$ cat src/rtl/riscv_pipe_pkg.sv
// Shared fetch/decode pipeline types and constants.
package riscv_pipe_pkg;

  localparam int          IF_ID_XLEN = 32;
  localparam logic [31:0] NOP_INSTR  = 32'h00000013;  // addi x0, x0, 0

  typedef struct packed {
    logic [IF_ID_XLEN-1:0] instr;
    logic [IF_ID_XLEN-1:0] pc;
    logic [IF_ID_XLEN-1:0] pcplus4;
  } if_id_payload_t;

endpackage

$ cat src/rtl/fetch_decode_pipe_stage_sat_counter.sv
// Saturating up-counter used for the fetch/decode stall statistics.
module sat_counter #(
  parameter int WIDTH = 16
) (
  input  logic             clk,
  input  logic             rst,
  input  logic             inc_i,
  output logic [WIDTH-1:0] count_o
);

  always_ff @(posedge clk or posedge rst) begin
    if (rst) begin
      count_o <= '0;
    end else if (inc_i && (count_o != {WIDTH{1'b1}})) begin
      count_o <= count_o + WIDTH'(1);
    end
  end

endmodule

$ cat src/rtl/fetch_decode_pipe_stage.sv
// Fetch->decode pipeline register with valid/ready handshake, flush and stall counter.
// Optional one-entry skid buffer with registered in_ready_o: define FETCH_DECODE_SKID_EN.
module fetch_decode_pipe_stage
  import riscv_pipe_pkg::*;
#(
  parameter int DATA_WIDTH      = 32,
  parameter int STALL_CNT_WIDTH = 16
) (
  input  logic                       clk,
  input  logic                       rst,
  input  logic                       flush_i,
  input  logic                       in_valid_i,
  output logic                       in_ready_o,
  input  logic [DATA_WIDTH-1:0]      Instr_i,
  input  logic [DATA_WIDTH-1:0]      PC_i,
  input  logic [DATA_WIDTH-1:0]      PCPlus4_i,
  output logic                       out_valid_o,
  input  logic                       out_ready_i,
  output logic [DATA_WIDTH-1:0]      Instr_o,
  output logic [DATA_WIDTH-1:0]      PC_o,
  output logic [DATA_WIDTH-1:0]      PCPlus4_o,
  output logic [STALL_CNT_WIDTH-1:0] stall_cnt_o
);

  typedef struct packed {
    logic [DATA_WIDTH-1:0] instr;
    logic [DATA_WIDTH-1:0] pc;
    logic [DATA_WIDTH-1:0] pcplus4;
  } payload_t;

  localparam logic [DATA_WIDTH-1:0] NOP_W = DATA_WIDTH'(NOP_INSTR);

  payload_t m_data;
  payload_t in_data;
  logic     m_valid;
  logic     accept;
  logic     consume;
  logic     m_load;

  assign in_data = '{instr: Instr_i, pc: PC_i, pcplus4: PCPlus4_i};
  assign accept  = in_valid_i & in_ready_o;
  assign consume = m_valid & out_ready_i;
  assign m_load  = ~m_valid | consume;

`ifdef FETCH_DECODE_SKID_EN
  payload_t s_data;
  logic     s_valid;

  // S only fills while M is stalled, so M is never empty while S holds data.
  assign in_ready_o = ~s_valid;

  always_ff @(posedge clk or posedge rst) begin
    if (rst) begin
      m_valid <= 1'b0;
      m_data  <= '{instr: NOP_W, pc: '0, pcplus4: '0};
      s_valid <= 1'b0;
      s_data  <= '0;
    end else if (flush_i) begin
      m_valid      <= 1'b0;
      s_valid      <= 1'b0;
      m_data.instr <= NOP_W;
    end else if (m_load) begin
      if (s_valid) begin
        m_data  <= s_data;
        m_valid <= 1'b1;
        s_valid <= 1'b0;
      end else if (accept) begin
        m_data  <= in_data;
        m_valid <= 1'b1;
      end else begin
        m_valid <= 1'b0;
      end
    end else if (accept) begin
      s_data  <= in_data;
      s_valid <= 1'b1;
    end
  end
`else
  assign in_ready_o = ~m_valid | out_ready_i;

  always_ff @(posedge clk or posedge rst) begin
    if (rst) begin
      m_valid <= 1'b0;
      m_data  <= '{instr: NOP_W, pc: '0, pcplus4: '0};
    end else if (flush_i) begin
      m_valid      <= 1'b0;
      m_data.instr <= NOP_W;
    end else if (m_load) begin
      m_valid <= accept;
      if (accept) begin
        m_data <= in_data;
      end
    end
  end
`endif

  assign out_valid_o = m_valid;
  assign Instr_o     = m_data.instr;
  assign PC_o        = m_data.pc;
  assign PCPlus4_o   = m_data.pcplus4;

  sat_counter #(
    .WIDTH (STALL_CNT_WIDTH)
  ) u_stall_cnt (
    .clk     (clk),
    .rst     (rst),
    .inc_i   (m_valid & ~out_ready_i),
    .count_o (stall_cnt_o)
  );

endmodule

$ cat config.mk
export PLATFORM = sky130hd
export DESIGN_NAME = fetch_decode_pipe_stage
export DESIGN_NICKNAME = d
export VERILOG_FILES = /design/src/rtl/riscv_pipe_pkg.sv /design/src/rtl/fetch_decode_pipe_stage_sat_counter.sv /design/src/rtl/fetch_decode_pipe_stage.sv
export SDC_FILE = /design/constraint.sdc
export NUM_CORES = 1
export LEC_CHECK = 0
export CORE_MARGIN = 1.5
export CORE_UTILIZATION = 60
export CTS_BUF_LIST = sky130_fd_sc_hd__clkbuf_8
export DETAILED_ROUTE_END_ITERATION = 12
export DONT_BUFFER_PORTS = 1
export MAX_ROUTING_LAYER = met4
export PLACE_DENSITY_LB_ADDON = 0.1
export RECOVER_POWER = 100
export SYNTH_ARGS = -nofsm -noshare
export SYNTH_HDL_FRONTEND = slang
export SYNTH_SLANG_ARGS = --single-unit
$ cat constraint.sdc
create_clock -name clk -period 3.8 [get_ports clk]
set_input_delay 0.19 -clock clk [delete_from_list [all_inputs] [get_ports clk]]
set_output_delay 0.19 -clock clk [all_outputs]
set_load 0.005 [all_outputs]
==> results.json <==
{
  "final-hold-violation-count": 0,
  "final_cells": 511,
  "nets": 500,
  "cts_buffers": 17,
  "vias": 2980,
  "max_stage_delay_ns": 0.90,
  "fmax_ghz": 0.432,
  "detail-route-antenna-nets": 0,
  "grt_max_degree": 94,
  "hold_start": "flush_i",
  "gr-total-overflow": 0,
  "synth_most_common_cell": "dfrtp_1",
  "crit_chain": "ha_1, nand2_1, nor4_1, a21oi_2, mux2_1",
  "drc": 0,
  "cts.sinks": 113,
  "cts_setup_buffers": 0,
  "yosys-top-cells-area": "dfrtp_1 62%, mux2_1 11%, a22o_1 5.8%, mux2_2 5.4%, dfstp_2 1.8%",
  "first_iter_violations": 158,
  "insertion_delay_ns": 0.43,
  "area_growth_pct": 32.0,
  "ys_seq_elements": 113,
  "critPathMaxFanout": 6,
  "post-route-min-period_ns": 2.31,
  "final_util": 0.812,
  "startpoint": "u_stall_cnt.count_o[0]",
  "crit_slowest_cell": "nor4_1",
  "drive_gt1_frac": 0.148,
  "period_share": 0.609,
  "fin_ws_ns": 1.49,
  "timing.critical_path.to_type": "register",
  "synthFlopType": "dfrtp_1",
  "antenna_found_initial": 1,
  "grt_pass1_vias": 3200,
  "dieArea_um2": 7880,
  "yosys_warnings": 0,
  "syn_nets": 392,
  "syn_inst": 290,
  "place_inst": 379,
  "finalSetupTns_ns": 0,
  "h-tree-depth": 4,
  "gp_congestion": 0.768,
  "viasPerCell": 5.83,
  "ys_async_sr_fraction": 1.00,
  "ir_worst_vdd_uv": 296,
  "dr.pass1.iters": 4,
  "hpwl_mm": 6.34,
  "cts_root_buffer": "clkbuf_8",
  "arrival_ns": 2.62,
  "grt_usage": 0.325,
  "grt_pass1_wl_mm": 17.5,
  "die_w_um": 88.8,
  "cts_tree": "done",
  "power_density_nw_per_um2": 515,
  "p_leak_nw": 2.55,
  "status": "finished, violations left",
  "maxCapViolCount": 1,
  "pin_count": 215,
  "cp_top_family": "simple AND/OR/NAND/NOR gates",
  "ys_top_cells_by_count": "110 x dfrtp_1, 44 x mux2_1, 29 x a22o_1",
  "final.setup_skew_ns": 0.00961,
  "portBuffers": 0,
  "startpoint_type": "register",
  "routed_wl_mm": 11.8,
  "setup_viol": 0,
  "avgSynthCellArea_um2": 15.2,
  "reg2reg_from": "u_stall_cnt.count_o[0]",
  "slew_headroom": -0.201,
  "clock_path_buffers": 2,
  "synth_cell_type_count": 40,
  "crit_required_ns": 4.11,
  "violations": "max-capacitance violations, max-slew violations",
  "hold_path.class": "in -> reg",
  "post_drt_wl_per_cell_um": 23.1,
  "preCtsSetupSlack_ns": 1.92,
  "synth_top_area_share": 0.623,
  "maxSlewViolCount": 91,
  "worst-path-buf-inv": 0,
  "finalPower_mw": 3.00,
  "clk_pin_slew_worst_paths_ns": 0.07,
  "rsz0062_at_grt": "false",
  "synth_edf_count": 0,
  "core_area_um2": 7180,
  "synth_top_cell_by_area": "dfrtp_1",
  "die_h_um": 88.8,
  "std_cell_rows": 31,
  "tightest_slew_ns": 1.80,
  "start_util": 0.616,
  "critical_path_class": "reg -> reg",
  "ys_seq_area_frac": 0.641,
  "synth_area_um2": 4420,
  "n_fill_cell": 397
}
## state kept, by name, indices dropped and copies added (netlist names)
name and flops:
Instr_o 32, PC_o 32, u_stall_cnt.count_o 16, out_valid_o 1, PCPlus4_o 32
## layout make-up
type	instances	area, um^2	area share
Antenna cell	1	2.50	0.000429
Clock buffer	19	262	0.0449
Inverter	4	15.0	0.00258
Timing Repair Buffer	102	1030	0.176
Multi-Input combinational cell	160	1430	0.246
Sequential cell	113	2830	0.486
Clock inverter	13	136	0.0234
Tap cell	99	124	0.0213
## timing repair
action / in CTS / in global routing
endpoints found under the hold margin: 183 / 0
endpoints found under the setup margin: 0 / 0
hold buffers: 99 / 0
gates resized for setup: 0 / 0
## per-layer routing
metal | track usage | wire [um]
met5 | - | 0
met4 | 0.200 | 507
met3 | 0.137 | 1100
met2 | 0.481 | 5910
met1 | 0.366 | 4310
## path summary, 6_finish.rpt
| check | to | slack (ns) | cells past startpoint |
|---|---|---|---|
| setup / recovery | u_stall_cnt.count_o[1] | 1.49 | 5 |
| hold reg to reg | Instr_o[31] | 0.52 | 1 |
| min in group asynchronous | PC_o[1] | 0.81 | 2 |
| max in group asynchronous | Instr_o[28] | 1.79 | 3 |
| setup reg to reg | u_stall_cnt.count_o[1] | 1.49 | 5 |
| hold / removal | Instr_o[1] | 0.06 | 2 |
## stage by stage
stage	hold WS, ns	instance area [um^2]
2_1_floorplan	0.256	4420
3_3_place_gp	0.260	4490
3_5_place_dp	0.262	4490
4_1_cts	0.00108	5880
5_1_grt	0.0497	5830
6_report	0.0640	5830
## placed cells by master, fill, tap and decap left out, drive strengths merged
cell	n
or2	2
clkinv	5
dlygate4sd3	99
dfrtp	110
o22a	3
o2111ai	1
nor3	4
buf	3
nor2b	1
nand4	1
ha	1
mux2	66
nand2b	1
o21ai	2
bufinv	2
a21oi	7
nand2	5
o211ai	2
mux2i	1
xnor2	6
diode	1
nor2	8
xor2	4
a41oi	1
and3	4
dfstp	3
nand3	7
clkinvlp	3
a22o	29
nor4	4
inv	7
clkbuf	19
## power by group
| part | internal, mW | switching [mW] |
|---|---|---|
| registers | 1.37 | 0.171 |
| logic | 0.189 | 0.149 |
| clock network | 0.617 | 0.505 |
## cell families after synthesis
logic type,share of synthesized area
simple gates,0.0575
buf+inv,0.0255
mux,0.171
fa+ha+maj,0.00283
flops,0.641
compound gates,0.0819
xor+xnor,0.0198
(Power assumes the default switching activity.)
